File: src/rtl/pht_pkg.sv
// Shared definitions for the pattern-history-table counter engine.
//   PHT_CTR_W    : counter width the ctr_t type is built on
//   ctr_t        : one saturating counter
//   state_t      : sequencer state (INIT sweep, RUN arbitration)
//   sat_ctr_next : counter after one training event, clamped at 0 and all-ones
package pht_pkg;

    localparam int PHT_CTR_W = 2;

    typedef logic [PHT_CTR_W-1:0] ctr_t;

    typedef enum logic {
        INIT = 1'b0,
        RUN  = 1'b1
    } state_t;

    function automatic ctr_t sat_ctr_next(ctr_t c, logic taken);
        ctr_t r;
        r = c;
        if (taken) begin
            if (c != '1) r = ctr_t'(c + 1'b1);
        end else begin
            if (c != '0) r = ctr_t'(c - 1'b1);
        end
        return r;
    endfunction

endpackage

File: src/rtl/pht_ctr_engine.sv
// Front-end sequencer for a table of saturating counters kept in an external
// single-port RAM (one access per cycle, read data one cycle after address).
// After reset it sweeps every entry to INIT_VAL, then arbitrates lookups
// against read-modify-write training updates.
//
// Ports
//   clk, reset                 clock, asynchronous active-high reset
//   lu_valid/lu_addr/lu_ready  lookup request; accepted when valid & ready
//   lu_rsp_valid/ctr/pred      lookup result, one cycle after accept (pulse)
//   upd_valid/addr/taken/ready training update; ready means its read issues now
//   init_done                  high exactly while the sequencer is in RUN
//   ram_addr/wr_data/wr_en     RAM command for this cycle
//   ram_rd_data                RAM data for the address of the previous cycle
//
// Handshake: a request transfers on a cycle where valid and ready are both
// high at the rising edge; ready never depends on ram_rd_data. Responses have
// no backpressure.
module pht_ctr_engine
    import pht_pkg::*;
#(
    parameter int LG_DEPTH   = 10,
    parameter int CTR_W      = 2,
    parameter int INIT_VAL   = 1,
    parameter int STARVE_LIM = 4
) (
    input  logic                clk,
    input  logic                reset,
    input  logic                lu_valid,
    input  logic [LG_DEPTH-1:0] lu_addr,
    output logic                lu_ready,
    output logic                lu_rsp_valid,
    output logic [CTR_W-1:0]    lu_rsp_ctr,
    output logic                lu_rsp_pred,
    input  logic                upd_valid,
    input  logic [LG_DEPTH-1:0] upd_addr,
    input  logic                upd_taken,
    output logic                upd_ready,
    output logic                init_done,
    output logic [LG_DEPTH-1:0] ram_addr,
    output logic [CTR_W-1:0]    ram_wr_data,
    output logic                ram_wr_en,
    input  logic [CTR_W-1:0]    ram_rd_data
);

    localparam int SW = $clog2(STARVE_LIM + 1);

    state_t              state_q, state_d;
    logic [LG_DEPTH-1:0] idx_q, idx_d;
    logic                wb_pend_q, wb_pend_d;
    logic [LG_DEPTH-1:0] wb_addr_q, wb_addr_d;
    logic                wb_taken_q, wb_taken_d;
    logic [SW-1:0]       starve_q, starve_d;
    logic                rsp_valid_q, rsp_valid_d;

    logic run;
    logic starved;
    logic lu_fire;
    logic upd_fire;

    assign run       = (state_q == RUN);
    assign starved   = (starve_q == SW'(STARVE_LIM));
    assign init_done = run;

    assign lu_ready  = run & ~wb_pend_q & ~(upd_valid & starved);
    assign upd_ready = run & ~wb_pend_q & (~lu_valid | starved);
    assign lu_fire   = lu_valid & lu_ready;
    assign upd_fire  = upd_valid & upd_ready;

    assign lu_rsp_valid = rsp_valid_q;
    assign lu_rsp_ctr   = ram_rd_data;
    assign lu_rsp_pred  = ram_rd_data[CTR_W-1];

    // RAM command. Writes are masked while reset is held so a writeback that
    // was in flight when reset arrived never reaches the table.
    always_comb begin
        ram_addr    = lu_addr;
        ram_wr_data = '0;
        ram_wr_en   = 1'b0;
        if (!run) begin
            ram_addr    = idx_q;
            ram_wr_data = CTR_W'(INIT_VAL);
            ram_wr_en   = ~reset;
        end else if (wb_pend_q) begin
            ram_addr    = wb_addr_q;
            ram_wr_data = CTR_W'(sat_ctr_next(ctr_t'(ram_rd_data), wb_taken_q));
            ram_wr_en   = ~reset;
        end else if (upd_fire) begin
            ram_addr = upd_addr;
        end
    end

    always_comb begin
        state_d     = state_q;
        idx_d       = idx_q;
        wb_pend_d   = 1'b0;
        wb_addr_d   = wb_addr_q;
        wb_taken_d  = wb_taken_q;
        starve_d    = starve_q;
        rsp_valid_d = lu_fire;

        if (!run) begin
            idx_d = idx_q + 1'b1;
            if (idx_q == '1) state_d = RUN;
        end

        if (upd_fire) begin
            wb_pend_d  = 1'b1;
            wb_addr_d  = upd_addr;
            wb_taken_d = upd_taken;
        end

        // Counts lookups that won while an update was waiting.
        if (!upd_valid || upd_fire) begin
            starve_d = '0;
        end else if (lu_fire && !starved) begin
            starve_d = starve_q + 1'b1;
        end
    end

    always_ff @(posedge clk or posedge reset) begin
        if (reset) begin
            state_q     <= INIT;
            idx_q       <= '0;
            wb_pend_q   <= 1'b0;
            wb_addr_q   <= '0;
            wb_taken_q  <= 1'b0;
            starve_q    <= '0;
            rsp_valid_q <= 1'b0;
        end else begin
            state_q     <= state_d;
            idx_q       <= idx_d;
            wb_pend_q   <= wb_pend_d;
            wb_addr_q   <= wb_addr_d;
            wb_taken_q  <= wb_taken_d;
            starve_q    <= starve_d;
            rsp_valid_q <= rsp_valid_d;
        end
    end

endmodule

File: config.mk
export PLATFORM = sky130hd
export DESIGN_NAME = pht_ctr_engine
export DESIGN_NICKNAME = d
export VERILOG_FILES = /design/src/rtl/pht_pkg.sv /design/src/rtl/pht_ctr_engine.sv
export SDC_FILE = /design/constraint.sdc
export NUM_CORES = 1
export LEC_CHECK = 0
export BUFFER_PORTS_ARGS = -buffer_cell sky130_fd_sc_hd__clkbuf_2
export CORE_MARGIN = 2
export CORE_UTILIZATION = 55
export CTS_CLUSTER_DIAMETER = 100
export DETAILED_ROUTE_END_ITERATION = 16
export PLACE_DENSITY = 0.84
export SLEW_MARGIN = 10
export SYNTH_ARGS = -nofsm -noshare
export SYNTH_HDL_FRONTEND = slang
export SYNTH_SLANG_ARGS = --single-unit
File: constraint.sdc
create_clock -name clk -period 2.8 [get_ports clk]
set_input_delay 0.56 -clock clk [delete_from_list [all_inputs] [get_ports clk]]
set_output_delay 0.56 -clock clk [all_outputs]
set_load 0.005 [all_outputs]
# == Word level (Yosys, flattened, before mapping) ==
# Cells that the tools add are included.
# word_totals
reg_bits,27
input_bits,27
# classes
add_sub_neg,4
mux,15
n_reduce_logical,6
n_eq_ne,3
n_bitwise,11
# ops
cell,n
$mux 10,3
$add 10x1->10 const B,1
$eq 10x10->1 const B,1
$mux 2,5
$and 1x1->1,6
$mux 3,2
$mux 1,5
$not 1->1,4
$reduce_bool 2->1,2
$add 3x1->3 const B,1
$eq 3x3->1 const B,1
$add 2x1->2 const B,1
$logic_not 1->1,2
$ne 2x2->1 const B,1
$sub 2x1->2 const B,1
$logic_and 1x1->1,1
$logic_or 1x1->1,1
$or 1x1->1,1

# == Depth between registers and ports, before layout ==
# Gate-level depths: netlist of the first run.
# depth
word_depth,8
ltp_mapped,6
depth_no_buf,5

# == Worst setup path after synthesis of the first run ==
# OpenSTA, ideal clock, no wires.
# synth_path
kind,flip-flop to output port
start,register starve_q[0]
end,output ram_addr[0]
n_path_buf,1
arrival_ns,1.272
required_time_ns,2.240
path_stages_with_launch,7
path_slack_ns,0.968
cell_sequence,dfrtp_1 > inv_1 > ha_1 > a21bo_2 > and2_4 > buf_6 > o211ai_2
# synth_between
elab_chain_cells,7
# synth_rtl
element,line_no,rtl
from (decl),pht_ctr_engine.sv:52,"logic [SW-1:0] starve_q, starve_d;"
from (signal assigned),pht_ctr_engine.sv:135,starve_q <= starve_d;
$eq 3x3->1,pht_ctr_engine.sv:61,assign starved = (starve_q == SW'(STARVE_LIM));
$or 1x1->1,pht_ctr_engine.sv:65,assign upd_ready = run & ~wb_pend_q & (~lu_valid | starved);
$and 1x1->1,pht_ctr_engine.sv:65,
$and 1x1->1,pht_ctr_engine.sv:67,assign upd_fire = upd_valid & upd_ready;
$mux 10,pht_ctr_engine.sv:87,end else if (upd_fire) begin
$mux 10,pht_ctr_engine.sv:83,end else if (wb_pend_q) begin
$mux 10,pht_ctr_engine.sv:79,if (!run) begin
to (decl),pht_ctr_engine.sv:39,"output logic [LG_DEPTH-1:0] ram_addr,"
# No other way between the ends.

# == Worst setup path in the final report of the first run ==
# layout_path
start,register starve_q[0]
end,output ram_addr[9]
# Same word-level chain as after synthesis.

==> impl_metrics.toml, run 1 <==
[outcome]
status = "completed"

[route]
via_count = 1331
drt-total-wl_microns = 3410
initialDrtViolationCount = 27
drt.antenna.violating_nets = 0
first_pass_iters = 4
via_per_inst = 5.57
drc = 0
wl_per_cell_microns = 14.3

[placement]
pre_cts_slack_ns = 0.622
numPortBuffers = 46
dp_hpwl_microns = 2560
dp_cells = 235
gp_congestion = 0.859

[worst_setup_path]
max_stage_delay_ns = 0.43
worstSetupPathType = "register to output port"
end_kind = "output port"
slowest_stage = "dfrtp_1"
cp_max_fo = 22
cp.arrival_ns = 1.96
critPathBufInv = 2
startpoint_type = "register"
crit_family = "flip-flops"
cp.required_ns = 2.24
path_cells = "inv_1, ha_1, a21bo_2, and2_4, o211ai_1, clkbuf_2"

[power]
p_leak_nw = 0.974
p_per_area_nw_per_um2 = 330
ir_drop_mv = 0.311

[cells_and_area]
fillers = 216
nNetsFinal = 239
num_antenna_cells = 0
layout-drive-gt1-share_pct = 33.7
area_delta_synth_final_pct = 14.8
final_util_pct = 66.7
final-seq-area_sq_um = 676
instances_no_fill = 239
multi_input_area_sq_um = 791

[clock_network]
clock_latency_ns = 0.33
numCtsBuffers = 3
clk_path_buf_depth = 2
cts.sinks = 27
cts-root-buf = "clkbuf_4"
htree_levels = 1
cts_resized = 0
postCtsHoldBufs = 0
cts_tree = "yes"
clkTransAtPathRegs_ns = 0.16
post-cts-setup-buffer-count = 0

[global_routing]
grt_pass1_vias = 1357
grt_max_degree = 28
grt_pass1_wl_microns = 5820
grtUsageTotal_pct = 22.1
overflow = 0
antenna_found_initial = 0

[sta]
setup_tns_ns = 0
slew_violations = 0
rsz0062_at_grt = "false"
hold_viol_final = 0
setup-violations-final = 0
setup_slack_ns = 0.279
min_period_over_period_pct = 90.0
worstMarginPinSlew_ns = 0.482
fmax_ghz = 0.397
skew_ns = 0.00502
min_period_ns = 2.52
maxSlewHeadroom_pct = 67.9

[die]
fp.dieW_microns = 58.0
core_sq_um = 2760
pin_count = 47
rows = 19
fp.dieH_microns = 58.0
die-area_sq_um = 3360
start_util_pct = 58.1

[logic_synthesis]
synthSimpleGateAreaFrac_pct = 20.8
syn_area_sq_um = 1600
yosysTopAreaCellShare_pct = 42.2
ys_warn_count = 0
synth_compound_area_share_pct = 18.0
synthAdderAreaFrac_pct = 2.97
seq_area_frac_synth_pct = 42.2
ys_seq_elements = 27
avgSynthCellArea_sq_um = 9.66
synth_top_family_by_area = "simple AND/OR/NAND/NOR gates"
synth_mux_area_share_pct = 1.64
synthTopCellsByArea = "dfrtp_1 42%, o211ai_2 7.0%, nor2b_1 3.9%"
synth_xor_area_share_pct = 6.01
synth_nets = 196
synthDistinctLibCells = 34
synth_largest_area_cell = "dfrtp_1"
netlist_instances = 166

[worst_hold_path]
hold_class = "input pin to async pin"

[flow_run]
cap_violations = 0
## layer usage
metal	up-vias	global-route usage [%]	wire length (microns)
li1	650	-	-
met1	646	29.2	1490
met2	31	37.3	1730
met3	4	3.35	147
met4	0	7.64	36
met5	-	0	0
## area by class of cell
cell class | instances | share of cell area [%]
Clock inverter | 1 | 0.408
Multi-Input combinational cell | 114 | 43.0
Sequential cell | 27 | 36.7
Tap cell | 31 | 2.11
Inverter | 14 | 2.86
Clock buffer | 3 | 1.22
Timing Repair Buffer | 49 | 13.7
## through the flow
stage	hold WS, ns	total power (W)	instance area, sq um
after global placement	0.480	0.000435	1810
final	0.247	0.000608	1840
after CTS	0.259	0.000612	1840
after detailed placement	0.488	0.000437	1810
after floorplan	0.456	0.000413	1600
after global routing	0.293	0.000629	1840
## tightest hold or removal path, stage by stage
cell and delay (ns):
clkbuf_2 0.09, inv_1 0.04, buf_4 0.32
## sequential cells by signal, indices dropped and copies added (netlist names)
register      cells
idx_q            10
wb_addr_q        10
starve_q          3
init_done         1
lu_rsp_valid      1
wb_pend_q         1
wb_taken_q        1
## synth_stat cells, drive strengths merged
library cell  number
dfrtp             27
inv               14
nand2             14
nand3             12
o21ai             12
buf               11
nor2b             10
o211ai            10
a21oi              9
xnor2              7
nor2               5
and2               4
nand4              4
xor2               4
a21boi             3
ha                 3
a21bo              2
a31oi              2
mux2               2
nand2b             2
nor3               2
and2b              1
and3               1
and3b              1
maj3               1
nand3b             1
nand4b             1
o21bai             1
## final timing paths
check / slack (ns) / from / cells after the start / end
hold / removal: 0.25 / reset / 3 / wb_addr_q[6]
min in group clk: 0.45 / lu_valid / 2 / lu_rsp_valid
hold reg to reg: 0.51 / idx_q[9] / 1 / idx_q[9]
setup reg to reg: 1.02 / starve_q[0] / 5 / wb_taken_q
setup / recovery: 0.28 / starve_q[0] / 6 / ram_addr[9]
max in group asynchronous: 2.29 / reset / 3 / idx_q[0]
## placed cells by master, fill, tap and decap left out, types with 5 or more instances in the layout
cell / instances
a21oi_1: 9
clkbuf_2: 46
dfrtp_1: 27
inv_1: 14
nand2_1: 14
nand3_1: 12
nor2_1: 5
nor2b_1: 10
o211ai_2: 9
o21ai_1: 10
xnor2_1: 7
## cell families (layout without fill, tap and decap cells)
logic type | Yosys count | in the layout
xor+xnor | 11 | 11
simple gates | 58 | 58
compound gates | 39 | 39
fa+ha+maj | 4 | 4
buf+inv | 25 | 67
mux | 2 | 2
flops | 27 | 27
## power by group
| part | switching (W) | internal [W] |
|---|---|---|
| clock network | 0.000124 | 0.0000546 |
| registers | 0.0000000000000000000630 | 0.000390 |
| logic | 0.0000201 | 0.0000185 |
Power figures use the tool's default switching activity.
==> run 2, diff against run 1 <==
--- a/config.mk
+++ b/config.mk
@@ -6,7 +6,8 @@
 export NUM_CORES = 1
 export LEC_CHECK = 0
 export BUFFER_PORTS_ARGS = -buffer_cell sky130_fd_sc_hd__clkbuf_2
-export CORE_MARGIN = 2
+export CAP_MARGIN = 20
+export CORE_MARGIN = 5
 export CORE_UTILIZATION = 55
 export CTS_CLUSTER_DIAMETER = 100
 export DETAILED_ROUTE_END_ITERATION = 16
==> run 2 against run 1 <==
Net effect: clock skew is 0.0025 ns lower; critical endpoint unchanged; sequential power is essentially flat; non-clock buffer count unchanged; worst hold slack got worse by 0.011 ns; fmax fell by 0.32%; cell count unchanged; flip-flop and latch count unchanged; register-to-register slack is essentially flat; die area up 22%; setup slack got worse by 0.0080 ns; design area is 0.20% lower; highest routed layer unchanged.
==> impl_metrics.toml, run 2 (synthesis results as in run 1) <==
[outcome]
status = "completed"

[cells_and_area]
num_antenna_cells = 0
top_regs = "idx_q x10, wb_addr_q x10, starve_q x3"
layout-drive-gt1-share_pct = 33.2
final_util_pct = 66.0
final_cell_mix = "46 x clkbuf_2, 27 x dfrtp_1, 14 x inv_1, 14 x nand2_1, 12 x nand3_1"
nNetsFinal = 239
area_delta_synth_final_pct = 14.6
final_common_cell = "clkbuf_2"

[clock_network]
post-cts-setup-buffer-count = 0
htree_levels = 1
clock_latency_ns = 0.34
cts.sinks = 27
clk_path_buf_depth = 2
cts_tree = "yes"
clkTransAtPathRegs_ns = 0.15
postCtsHoldBufs = 0
cts-root-buf = "clkbuf_4"
cts_resized = 0
numCtsBuffers = 3

[route]
drt-total-wl_microns = 3580
via_count = 1322
initialDrtViolationCount = 92
drt.antenna.violating_nets = 0
first_pass_iters = 4
drc = 0
wl_per_cell_microns = 15.0
via_per_inst = 5.53

[worst_setup_path]
end_kind = "output port"
cp_max_fo = 22
cp.required_ns = 2.24
worstSetupPathType = "register to output port"
startpoint_type = "register"
cp.arrival_ns = 1.97

[sta]
rsz0062_at_grt = "false"
skew_ns = 0.00257
worstMarginPinSlew_ns = 0.497
slew_violations = 0
min_period_ns = 2.53
min_period_over_period_pct = 90.3
fmax_ghz = 0.395
setup_tns_ns = 0
setup_slack_ns = 0.271
hold_viol_final = 0
maxSlewHeadroom_pct = 66.9
setup-violations-final = 0

[die]
start_util_pct = 57.6
pin_count = 47
fp.dieW_microns = 64.0
core_sq_um = 2780
fp.dieH_microns = 64.0
rows = 19
die-area_sq_um = 4090

[worst_hold_path]
hold_class = "input pin to async pin"

[global_routing]
overflow = 0
antenna_found_initial = 0
grt_pass1_wl_microns = 5840
grtUsageTotal_pct = 17.6
grt_pass1_vias = 1313
grt_max_degree = 28

[placement]
dp_hpwl_microns = 2720
numPortBuffers = 46
gp_congestion = 0.839
pre_cts_slack_ns = 0.627

[power]
p_leak_nw = 0.975
power.total_w = 0.000607
ir_drop_mv = 0.407
p_per_area_nw_per_um2 = 330

[flow_run]
cap_violations = 0
[run 2: cell type report]
cell class                      count  area, sq um
Multi-Input combinational cell    114          791
Clock buffer                        4         26.3
Tap cell                           31         38.8
Sequential cell                    27          676
Timing Repair Buffer               49          253
Fill cell                         242          945
Inverter                           14         52.6
[run 2: layer usage]
metal  global-route usage, %  vias to the layer above  part of all wire [%]
li1                        -                      649                     -
met1                    21.0                      635                    43
met2                    30.8                       33                    50
met3                    3.68                        5                   5.7
met4                    7.01                        0                   1.6
met5                       0                        -                     0
[run 2: path summary, 6_finish.rpt]
path                                 to         from  cells after the start  slack (ns)
setup / recovery            ram_addr[9]  starve_q[0]                      6        0.27
hold / removal             wb_addr_q[6]        reset                      3        0.24
setup reg to reg             wb_taken_q  starve_q[0]                      5        1.03
hold reg to reg                idx_q[9]     idx_q[9]                      1        0.51
max in group asynchronous   starve_q[0]        reset                      3        2.31
min in group clk           lu_rsp_valid     lu_valid                      2        0.44
[run 2: worst max-delay path, cell delays in order (launching register included)]
cell,delay [ns]
dfrtp_1,0.41
inv_1,0.06
ha_1,0.22
a21bo_2,0.30
and2_4,0.26
o211ai_1,0.23
clkbuf_2,0.15
[run 2: report_power, final]
group | total, W | internal (W) | leakage, nW | switching (W)
Combinational | 0.0000386 | 0.0000185 | 0.649 | 0.0000201
Clock | 0.000178 | 0.0000561 | 0.0150 | 0.000122
Sequential | 0.000390 | 0.000390 | 0.311 | 0.0000000000000000000622
Total | 0.000607 | 0.000465 | 0.975 | 0.000142
[run 2: metrics by stage]
stage                     std cells  instance area (sq um)  hold slack, ns
after floorplan                 166                   1600           0.456
after global placement          235                   1810           0.480
after detailed placement        235                   1810           0.488
after CTS                       239                   1840           0.245
after global routing            239                   1840           0.252
final                           239                   1840           0.236
==> run 3, diff against run 2 <==
--- a/config.mk
+++ b/config.mk
@@ -5,6 +5,7 @@
 export SDC_FILE = /design/constraint.sdc
 export NUM_CORES = 1
 export LEC_CHECK = 0
+export ABC_AREA = 1
 export BUFFER_PORTS_ARGS = -buffer_cell sky130_fd_sc_hd__clkbuf_2
 export CAP_MARGIN = 20
 export CORE_MARGIN = 5
==> constraint.sdc (replaced) <==
create_clock -name clk -period 2.8 [get_ports clk]
set_input_delay 0.56 -clock clk [delete_from_list [all_inputs] [get_ports clk]]
set_output_delay 0.56 -clock clk [all_outputs]
set_load 0.1 [all_outputs]
==> run 3 against run 2 <==
Net effect: global-route usage increased by 1.3 points; critical path depth is 4 higher; setup slack worse by 0.026 ns; synthesized area up 1.6%; clock power is 7% lower; worst hold slack gained 0.038 ns; critical endpoint is now ram_addr[3]; largest cell class unchanged.
==> impl_metrics.toml, run 3 <==
[flow_run]
cap_violations = 0

[route]
drt.antenna.violating_nets = 0
initialDrtViolationCount = 64
drc = 0
met3_length_microns = 240
top_layer_used = "met4"
wl_per_cell_microns = 12.2
via_count = 1517
via_per_inst = 5.13
wl_met2_microns = 1670
drt-total-wl_microns = 3620
first_pass_iters = 4
met1_length_microns = 1660

[sta]
min_period_over_period_pct = 91.2
setup_tns_ns = 0
min_period_ns = 2.55
maxSlewHeadroom_pct = 63.7
skew_ns = 0.00117
setup-violations-final = 0
worstMarginPinSlew_ns = 0.547
slew_violations = 0
setup_slack_ns = 0.245
fmax_ghz = 0.391
rsz0062_at_grt = "false"
hold_viol_final = 0

[cells_and_area]
final_cell_mix = "70 x nand2_1, 41 x inv_1, 36 x clkbuf_2"
layout-drive-gt1-share_pct = 23.8
num_antenna_cells = 0
nNetsFinal = 296
final_util_pct = 68.5
final_common_cell = "nand2_1"
top_regs = "idx_q x10, wb_addr_q x10, starve_q x3"
area_delta_synth_final_pct = 18.0

[clock_network]
cts_tree = "yes"
clock_latency_ns = 0.32
cts.sinks = 27
numCtsBuffers = 3
clkTransAtPathRegs_ns = 0.14
cts-root-buf = "clkbuf_4"
htree_levels = 1
clk_path_buf_depth = 2

[logic_synthesis]
async_reset_ff_share_pct = 100
synth_top_family_by_area = "simple AND/OR/NAND/NOR gates"
yosysTopAreaCellShare_pct = 41.5
ys_seq_elements = 27
avgSynthCellArea_sq_um = 7.34
synth.most_common_cell = "nand2_1"
synth_largest_area_cell = "dfrtp_1"
synth_nets = 252
synthFlopType = "dfrtp_1"
synth_compound_area_share_pct = 9.60
syn_area_sq_um = 1630
synthSimpleGateAreaFrac_pct = 28.6
synthDistinctLibCells = 25
synthAdderAreaFrac_pct = 2.30
synth_mux_area_share_pct = 0
seq_area_frac_synth_pct = 41.5
netlist_instances = 222
synth_edf_count = 0
ys_warn_count = 0
synth_xor_area_share_pct = 3.23
synth_commonest_cells = "71 x nand2_1, 41 x inv_1, 27 x dfrtp_1"
synthTopCellsByArea = "dfrtp_1 41%, nand2_1 16%, inv_1 9.4%"

[worst_setup_path]
cpMostUsedCell = "nand2_1"
reg2reg_from = "starve_q[1]"
worstSetupPathType = "register to output port"
startpoint_type = "register"
r2r_slack_ns = 1.13
cp_max_fo = 12
path_cells = "inv_1, ha_1, nand2_1, nand2_2, nand3_4, nand2_1, nand2_1, nand2_1, nand2_1, buf_4"
endpoint = "ram_addr[3]"
cp.required_ns = 2.24
ff2ff_path_depth = 7
slowest_stage = "dfrtp_1"
cp.arrival_ns = 1.99
max_stage_delay_ns = 0.40
r2r_end = "wb_addr_q[9]"
crit_start = "starve_q[1]"
end_kind = "output port"

[global_routing]
grt_pass1_wl_microns = 6240
grt_max_degree = 28
overflow = 0
grt_pass1_vias = 1446
antenna_found_initial = 0
grtUsageTotal_pct = 18.9

[placement]
pre_cts_slack_ns = 0.461
dp_hpwl_microns = 2700
numPortBuffers = 46
gp_congestion = 0.807

[power]
p_leak_nw = 1.11
ir_drop_mv = 0.182
p_per_area_nw_per_um2 = 330
power.total_w = 0.000635

[die]
die-area_sq_um = 4150
start_util_pct = 58.1
rows = 19
fp.dieH_microns = 64.4
pin_count = 47
core_sq_um = 2810
fp.dieW_microns = 64.4

[outcome]
status = "completed"

[worst_hold_path]
hold_class = "input pin to async pin"
-- run 3: what timing repair did --
action / 4_1_cts / 5_1_grt
endpoints found under the setup margin: 0 / 10
resized for setup: 0 / 1
hold buffers: 0 / 0
buffers inserted: 0 / 3
-- run 3: cells by family (layout without fill, tap and decap cells) --
logic type	Yosys count	count (layout)
AOI/OAI and AO/OA	28	28
buffers and inverters	55	98
xor gates and xnor gates	6	6
and+or+nand+nor	103	103
adders and majority gates	3	3
DFF	27	27
-- run 3: worst min-delay path by stage --
| stage | startpoint | cells after the start | slack (ns) | endpoint |
|---|---|---|---|---|
| floorplan | idx_q[4] | 1 | 0.46 | idx_q[4] |
| global placement | idx_q[4] | 1 | 0.49 | idx_q[4] |
| detailed placement | idx_q[4] | 1 | 0.49 | idx_q[4] |
| CTS | reset | 3 | 0.28 | wb_addr_q[4] |
| global route | reset | 3 | 0.30 | idx_q[8] |
| finish | reset | 3 | 0.27 | wb_addr_q[9] |
-- run 3: metrics by stage --
step / cell area [sq um] / std cells / hold WS (ns)
2_1_floorplan: 1640 / 222 / 0.463
3_3_place_gp: 1870 / 289 / 0.495
3_5_place_dp: 1870 / 289 / 0.493
4_1_cts: 1900 / 293 / 0.280
5_1_grt: 1920 / 296 / 0.296
6_report: 1920 / 296 / 0.274
-- run 3: power by group --
| part | switching [W] | internal (W) |
|---|---|---|
| Clock | 0.000111 | 0.0000558 |
| Sequential | 0.000000759 | 0.000392 |
| Combinational | 0.0000539 | 0.0000224 |
-- run 3: layer usage --
layer	vias up	global-route usage (%)
met3	5	2.94
li1	782	-
met4	0	6.86
met1	681	25.5
met2	49	30.9
met5	-	0
-- run 3: cell type report --
class | instances | area, sq um
fillers | 252 | 883
inverters | 44 | 165
well taps | 31 | 38.8
flip-flops and latches | 27 | 677
multi-input cells | 140 | 729
clock buffers | 4 | 26.3
repair buffers | 50 | 285
-- run 3: worst max-delay path: cells and delay by family (launching register included) --
kind | cells | cell delay [ns]
buffers and inverters | 2 | 0.35
flip-flops | 1 | 0.40
adder cells (fa/ha/maj) | 1 | 0.17
AND/OR/NAND/NOR | 7 | 0.74
